--- src/rtl/snow_fall_engine.sv ---
// snow_fall_engine: per-frame snow physics sweep over a 1-bit screen RAM.
// Falls flakes one row, piles them on the bottom row, respawns row 0 from an LFSR.
module snow_fall_engine #(
    parameter int          XBITS     = 8,
    parameter int          YBITS     = 8,
    parameter int          FRAME_DIV = 4,
    parameter logic [15:0] LFSR_SEED = 16'hACE1
) (
    input  logic                   clk_pix,
    input  logic                   rst_pix_n,
    input  logic                   frame_start,
    input  logic                   enable,
    input  logic [7:0]             density,
    output logic [XBITS+YBITS-1:0] mem_rd_addr,
    input  logic                   mem_rd_data,
    output logic                   mem_we,
    output logic [XBITS+YBITS-1:0] mem_wr_addr,
    output logic                   mem_wr_data,
    output logic                   busy,
    output logic                   sweep_done,
    output logic                   overrun
);

    localparam int CW = (FRAME_DIV > 1) ? $clog2(FRAME_DIV) : 1;
    localparam logic [CW-1:0]    CNT_LAST = CW'(FRAME_DIV - 1);
    localparam logic [XBITS-1:0] X_LAST   = '1;
    localparam logic [YBITS-1:0] Y_LAST   = '1;
    localparam logic [YBITS-1:0] Y_PEN    = Y_LAST - YBITS'(1);
    localparam logic [YBITS-1:0] Y_ONE    = YBITS'(1);
    localparam logic [15:0]      TAPS     = 16'b1101000000001000;

    typedef enum logic [2:0] {
        S_IDLE,
        S_BOT_A,
        S_BOT_B,
        S_BOT_W,
        S_SHIFT,
        S_SPAWN,
        S_DONE
    } state_t;

    state_t                   r_state;
    state_t                   w_next;
    logic [XBITS-1:0]         r_x;
    logic [YBITS-1:0]         r_y;
    logic [CW-1:0]            r_frame_cnt;
    logic [15:0]              r_lfsr;
    logic [7:0]               r_density;
    logic                     r_old;
    logic                     r_pv;
    logic                     r_drain;
    logic                     r_overrun;
    logic [XBITS+YBITS-1:0]   r_wr_addr;

    logic                     w_count;
    logic                     w_trig;
    logic [15:0]              w_lfsr_next;
    logic [YBITS-1:0]         w_y_up;

    assign w_count     = frame_start && enable && (r_state == S_IDLE);
    assign w_trig      = w_count && (r_frame_cnt == CNT_LAST);
    assign w_lfsr_next = {1'b0, r_lfsr[15:1]} ^ (r_lfsr[0] ? TAPS : 16'h0000);
    assign w_y_up      = r_y - YBITS'(1);

    // State register
    always_ff @(posedge clk_pix) begin
        if (!rst_pix_n) begin
            r_state <= S_IDLE;
        end else begin
            r_state <= w_next;
        end
    end

    // Next-state decode
    always_comb begin
        w_next = r_state;
        unique case (r_state)
            S_IDLE:  if (w_trig) w_next = S_BOT_A;
            S_BOT_A: w_next = S_BOT_B;
            S_BOT_B: w_next = S_BOT_W;
            S_BOT_W: w_next = (r_x == X_LAST) ? S_SHIFT : S_BOT_A;
            S_SHIFT: if (r_drain) w_next = S_SPAWN;
            S_SPAWN: if (r_x == X_LAST) w_next = S_DONE;
            S_DONE:  w_next = S_IDLE;
            default: w_next = S_IDLE;
        endcase
    end

    // Counters, pipeline registers, LFSR and sticky flags
    always_ff @(posedge clk_pix) begin
        if (!rst_pix_n) begin
            r_x         <= '0;
            r_y         <= '0;
            r_frame_cnt <= '0;
            r_lfsr      <= LFSR_SEED;
            r_density   <= '0;
            r_old       <= 1'b0;
            r_pv        <= 1'b0;
            r_drain     <= 1'b0;
            r_overrun   <= 1'b0;
            r_wr_addr   <= '0;
        end else begin
            if (frame_start && enable && (r_state != S_IDLE))
                r_overrun <= 1'b1;
            if (w_count)
                r_frame_cnt <= w_trig ? '0 : r_frame_cnt + CW'(1);
            if (w_trig)
                r_density <= density;
            unique case (r_state)
                S_BOT_B: r_old <= mem_rd_data;
                S_BOT_W: begin
                    r_x <= r_x + XBITS'(1);
                    if (r_x == X_LAST) begin
                        r_y     <= Y_PEN;
                        r_pv    <= 1'b0;
                        r_drain <= 1'b0;
                    end
                end
                S_SHIFT: begin
                    if (r_drain) begin
                        r_pv    <= 1'b0;
                        r_drain <= 1'b0;
                    end else begin
                        r_wr_addr <= {r_y, r_x};
                        r_pv      <= 1'b1;
                        r_x       <= r_x + XBITS'(1);
                        if (r_x == X_LAST) begin
                            r_y <= w_y_up;
                            if (r_y == Y_ONE)
                                r_drain <= 1'b1;
                        end
                    end
                end
                S_SPAWN: begin
                    r_lfsr <= w_lfsr_next;
                    r_x    <= r_x + XBITS'(1);
                end
                S_DONE: begin
                    r_x <= '0;
                    r_y <= '0;
                end
                default: ;
            endcase
        end
    end

    // Output decode from state and counters
    always_comb begin
        mem_rd_addr = '0;
        mem_we      = 1'b0;
        mem_wr_addr = '0;
        mem_wr_data = 1'b0;
        busy        = (r_state != S_IDLE);
        sweep_done  = (r_state == S_DONE);
        overrun     = r_overrun;
        unique case (r_state)
            S_BOT_A: mem_rd_addr = {Y_LAST, r_x};
            S_BOT_B: mem_rd_addr = {Y_PEN, r_x};
            S_BOT_W: begin
                mem_we      = 1'b1;
                mem_wr_addr = {Y_LAST, r_x};
                mem_wr_data = r_old | mem_rd_data;
            end
            S_SHIFT: begin
                if (!r_drain)
                    mem_rd_addr = {w_y_up, r_x};
                mem_we      = r_pv;
                mem_wr_addr = r_wr_addr;
                mem_wr_data = r_pv & mem_rd_data;
            end
            S_SPAWN: begin
                mem_we      = 1'b1;
                mem_wr_addr = {YBITS'(0), r_x};
                mem_wr_data = (r_lfsr[7:0] < r_density);
            end
            default: ;
        endcase
    end

endmodule
--- config.mk ---
export PLATFORM = sky130hd
export DESIGN_NAME = snow_fall_engine
export DESIGN_NICKNAME = d
export VERILOG_FILES = /design/src/rtl/snow_fall_engine.sv
export SDC_FILE = /design/constraint.sdc
export NUM_CORES = 1
export LEC_CHECK = 0
export ABC_CLOCK_PERIOD_IN_PS = 3700
export CORE_UTILIZATION = 40
export DETAILED_ROUTE_END_ITERATION = 10
export GPL_TIMING_DRIVEN = 0
export PLACE_DENSITY = 0.74
export SLEW_MARGIN = 30
export SYNTH_ARGS = -nofsm -noshare
export SYNTH_HDL_FRONTEND = slang
export SYNTH_SLANG_ARGS = --single-unit
export TNS_END_PERCENT = 50
--- constraint.sdc ---
create_clock -name clk_pix -period 3.7 [get_ports clk_pix]
set_clock_uncertainty 0.05 [all_clocks]
set_input_delay 0.74 -clock clk_pix [delete_from_list [all_inputs] [get_ports clk_pix]]
set_output_delay 0.74 -clock clk_pix [all_outputs]
set_load 0.01 [all_outputs]
Yosys cells after proc, flatten, opt, wreduce, memory -nomap -nowiden
Index checks and enable logic that the tools add are counted.
{"block": "op_classes", "addsub": 3, "order_cmp": 1, "eq_ne": 15, "n_mux": 25, "n_bitwise": 4, "reduce_logical": 15}
{"cell": "16-bit case mux with 3 select lines", "n": 2}
{"cell": "8-bit case mux with 3 select lines", "n": 2}
{"cell": "16-bit 2-to-1 mux", "n": 2}
{"cell": "8-bit 2-to-1 mux", "n": 4}
{"cell": "3-bit case mux with 6 select lines", "n": 1}
{"cell": "15-bit by 16-bit XOR with 16-bit output", "n": 1}
{"cell": "3-bit 2-to-1 mux", "n": 4}
{"cell": "2-bit != test, second input constant", "n": 6}
{"cell": "3-bit == test, second input constant", "n": 3}
{"cell": "3-bit nonzero test", "n": 3}
{"cell": "8-bit by 1-bit adder with 8-bit output, second input constant", "n": 1}
{"cell": "8-bit by 1-bit == test with 1-bit output, second input constant", "n": 1}
{"cell": "8-bit == test, second input constant", "n": 1}
{"cell": "8-bit < comparator", "n": 1}
{"cell": "8-bit by 1-bit subtractor with 8-bit output, second input constant", "n": 1}
{"cell": "3-bit by 2-bit == test with 1-bit output, second input constant", "n": 2}
{"cell": "1-bit case mux with 2 select lines", "n": 3}
{"cell": "2-bit AND reduction", "n": 3}
{"cell": "1-bit 2-to-1 mux", "n": 5}
{"cell": "1-bit logical AND", "n": 4}
{"cell": "4-bit AND reduction", "n": 1}
{"cell": "3-bit by 1-bit == test with 1-bit output, second input constant", "n": 1}
{"cell": "3-bit zero test", "n": 1}
{"cell": "1-bit case mux with 3 select lines", "n": 1}
{"cell": "other kinds (9)", "n": 9}
{"block": "totals", "reg_bits": 65, "out_inout_bits": 37}

Logic depth before layout (Yosys ltp)
{"block": "depth", "ltp_word": 5, "ltp_mapped": 7, "ltp_nobuf": 7}

Worst setup path before layout
Ideal clock, no wire load.
{"block": "synth_timing", "kind": "register to output", "startpoint": "register r_state[0]", "endpoint": "output mem_rd_addr[10]", "arrival_ns": 1.519, "setup_slack_ns": 1.391, "stages_incl_launch_ff": 7, "n_path_buf": 3, "cell_sequence": "dfxtp_1 -> buf_2 -> nor3b_2 -> nand2b_1 -> clkbuf_1 -> clkbuf_1 -> o21ai_0"}
{"block": "synth_via", "elab_chain_len": 2, "word_cells_on_any_way": 4, "cone_classes": "eq/ne (3); mux (1)"}
{"element": "from (decl)", "line": "42", "rtl": "state_t r_state;"}
{"element": "from (signal assigned)", "line": "70", "rtl": "r_state <= w_next;"}
{"element": "3-bit == test (tied with other cells)", "line": "156", "rtl": "unique case (r_state)"}
{"element": "16-bit case mux with 3 select lines *", "line": "156"}
{"element": "to (decl)", "line": "14", "rtl": "output logic [XBITS+YBITS-1:0] mem_rd_addr,"}
Every way passes the cells marked *; elsewhere a longest branch is shown, timed or not.

Worst setup path in the final report
{"block": "layout_timing", "startpoint": "register r_state[2]", "endpoint": "output mem_rd_addr[12]"}
The elaborated chain is that of the path after synthesis.

==> impl_metrics.py <==
metrics = {
    "worst_setup_path": {
        "cp-start-kind": "flip-flop",
        "worstSetupEndpointType": "output port",
        "worstPathArrival_ns": 2.65,
        "cp.required_ns": 2.91,
        "critPathKind": "reg -> out",
        "crit_fanout": 10,
    },
    "pwr": {
        "power_density_mw_per_mm2": 379,
        "irDropWorstVdd_uv": 203,
        "p_leak_uw": 0.00158,
    },
    "synth": {
        "ys_async_sr_fraction": 0,
        "yosysUniqueCellTypes": 52,
        "yosysTopAreaCell": "dfxtp_1",
        "syn_nets": 444,
        "seq_area_frac_synth": 0.386,
        "netlist_instances": 420,
        "synth_area_leaders": "dfxtp_1 39%, nand2_1 9.9%, a21boi_0 7.3%, ha_1 4.1%, xnor2_1 3.6%",
        "syn_avg_cell_area_um2": 8.03,
        "synth.top_cell.area_share": 0.386,
        "synth_edf_count": 0,
        "synth.cell_area_mm2": 0.00337,
        "synth_warnings": 0,
        "ys.flop_type": "dfxtp_1",
        "ys_ff_latch": 65,
    },
    "outcome": {
        "status": "finished with violations",
        "failed_checks": "DRC",
    },
    "clock_network": {
        "tritoncts": "built",
        "hold_buffers": 0,
        "path_clk_slew_ns": 0.07,
        "cts_buffers": 9,
        "clkLatencyLatePin_ns": 0.35,
        "htreeDepth": 3,
        "clkSinkCount": 65,
        "cts.path.max_buffers": 2,
        "cts-root-buf": "clkbuf_8",
    },
    "sta": {
        "fmax_ghz": 0.291,
        "slew_headroom": 0.566,
        "post-route-min-period_ns": 3.44,
        "setup_viol": 0,
        "rsz0062_at_grt": "no",
        "final.setup.tns_ns": 0,
        "tightest_slew_ns": 0.650,
        "slew_violations": 0,
        "post-route-period-util": 0.929,
        "hold_violations": 0,
    },
    "floorplanning": {
        "ios": 50,
        "die_y_um": 93.9,
        "fp-row-count": 33,
        "start_util": 0.413,
        "chipWidth_um": 93.9,
        "core_mm2": 0.00818,
        "dieArea_mm2": 0.00881,
    },
    "finish": {
        "layout.nets": 503,
        "areaGrowthSynthToFinish_pct": 23.9,
        "layout_commonest_cell": "nand2_1",
        "fin_area_mm2": 0.00418,
        "final_cell_mix": "89 x nand2_1, 65 x dfxtp_1, 48 x clkdlybuf4s50_1",
        "drive_gt1_frac": 0.0579,
        "diodes": 0,
    },
    "drt": {
        "drc": 2,
        "vias_per_cell": 5.24,
        "ant_nets": 0,
        "dr.first_iter.drc_count": 139,
        "drt-total-wl_mm": 8.21,
        "vias": 3085,
        "wl_per_cell_um": 13.9,
        "first_pass_iters": 7,
    },
    "place": {
        "port_buffers": 48,
        "place_congestion": 0.896,
        "hpwl_mm": 6.04,
        "dpl_cell_area_mm2": 0.00399,
    },
    "global_route": {
        "antenna_found_initial": 0,
        "grt_pass1_vias": 2967,
        "grtUsageTotal": 0.202,
        "grt_first_pass_wirelength_mm": 13.8,
        "grt_max_degree": 11,
        "grt-ovfl-total": 0,
    },
    "hold_path": {
        "hp-class": "reg -> reg",
    },
    "job": {
        "maxCapViolCount": 0,
    },
}
==> metrics by stage <==
| stage | total power, uW | hold WS (ns) | cells | util | worst slack [ns] |
|---|---|---|---|---|---|
| after floorplan | 869 | 0.390 | 420 | - | 1.39 |
| after global placement | 993 | 0.400 | 573 | 0.488 | 0.498 |
| after detailed placement | 998 | 0.409 | 573 | 0.488 | 0.454 |
| after CTS | 1600 | 0.418 | 589 | 0.511 | 0.0642 |
| after global routing | 1660 | 0.449 | 589 | 0.511 | 0.0155 |
| final | 1590 | 0.416 | 589 | 0.511 | 0.264 |
==> cells by family after synthesis <==
logic type                 Yosys count  share of synthesized area
muxes                                3                    0.00890
buffers and inverters               39                     0.0482
AOI/OAI and AO/OA                  109                      0.222
DFF                                 65                      0.386
and+or+nand+nor                    176                      0.250
xor gates and xnor gates            17                     0.0441
adders and majority gates           11                     0.0408
==> sequential cells by signal (all words and copies together) (netlist names) <==
signal	flops
r_wr_addr	16
r_x	8
r_lfsr	16
overrun	1
r_old	1
r_drain	1
r_density	8
r_state	3
r_frame_cnt	2
r_pv	1
r_y	8
==> cells in the mapped netlist (all sizes together) (4+ instances only) <==
library cell  count
nand2            89
dfxtp            65
a21boi           33
o21ai            24
clkbuf           21
nand3            19
nor2             19
a21oi            14
xnor2            14
ha               11
inv              11
nand2b           10
a21o              8
and2              8
buf               7
a22o              6
nor3              6
nor2b             5
nor4              5
nor3b             4
o211a             4
o22ai             4
==> cell type report <==
class	count	area, um^2
Inverter	11	41.3
Tap cell	105	131
Multi-Input combinational cell	316	1920
Buffer	28	121
Clock inverter	3	40.0
Clock buffer	13	149
Sequential cell	65	1300
Timing Repair Buffer	48	480
Fill cell	819	3990
==> path summary, 6_finish.rpt <==
check	from	end	slack, ns	cells past startpoint
max	r_state[2]	mem_rd_addr[12]	0.26	6
min	r_wr_addr[3]	r_wr_addr[3]	0.42	2
max reg2reg	r_x[0]	r_y[4]	1.67	7
min reg2reg	r_wr_addr[3]	r_wr_addr[3]	0.42	2
==> timing repair <==
item / 4_1_cts / 5_1_grt
buffers inserted: 0 / 0
resized for setup: 0 / 1
setup endpoints to repair: 0 / 7
==> critical path, cell delays in order, from the launching register on <==
cell and delay [ns]:
dfxtp_1 0.43, nor3b_4 0.48, nand2b_1 0.09, clkbuf_1 0.22
clkbuf_1 0.26, o21ai_0 0.25, clkdlybuf4s50_1 0.57
==> where the power goes <==
| part | leakage [uW] | switching [uW] | internal (uW) |
|---|---|---|---|
| logic | 0.000958 | 151 | 123 |
| registers | 0.000524 | 2.95 | 707 |
| clock network | 0.0000974 | 273 | 328 |
| total | 0.00158 | 427 | 1160 |
==> metal layers <==
metal | part of all wire | vias to the layer above | track usage | wire, um
li1 | - | 1560 | - | -
met1 | 0.46 | 1425 | 0.250 | 3780
met2 | 0.47 | 83 | 0.335 | 3850
met3 | 0.046 | 17 | 0.0445 | 377
met4 | 0.024 | 0 | 0.0897 | 197
met5 | 0 | - | 0 | 0
No activity file was read; power rests on OpenSTA's default activity.
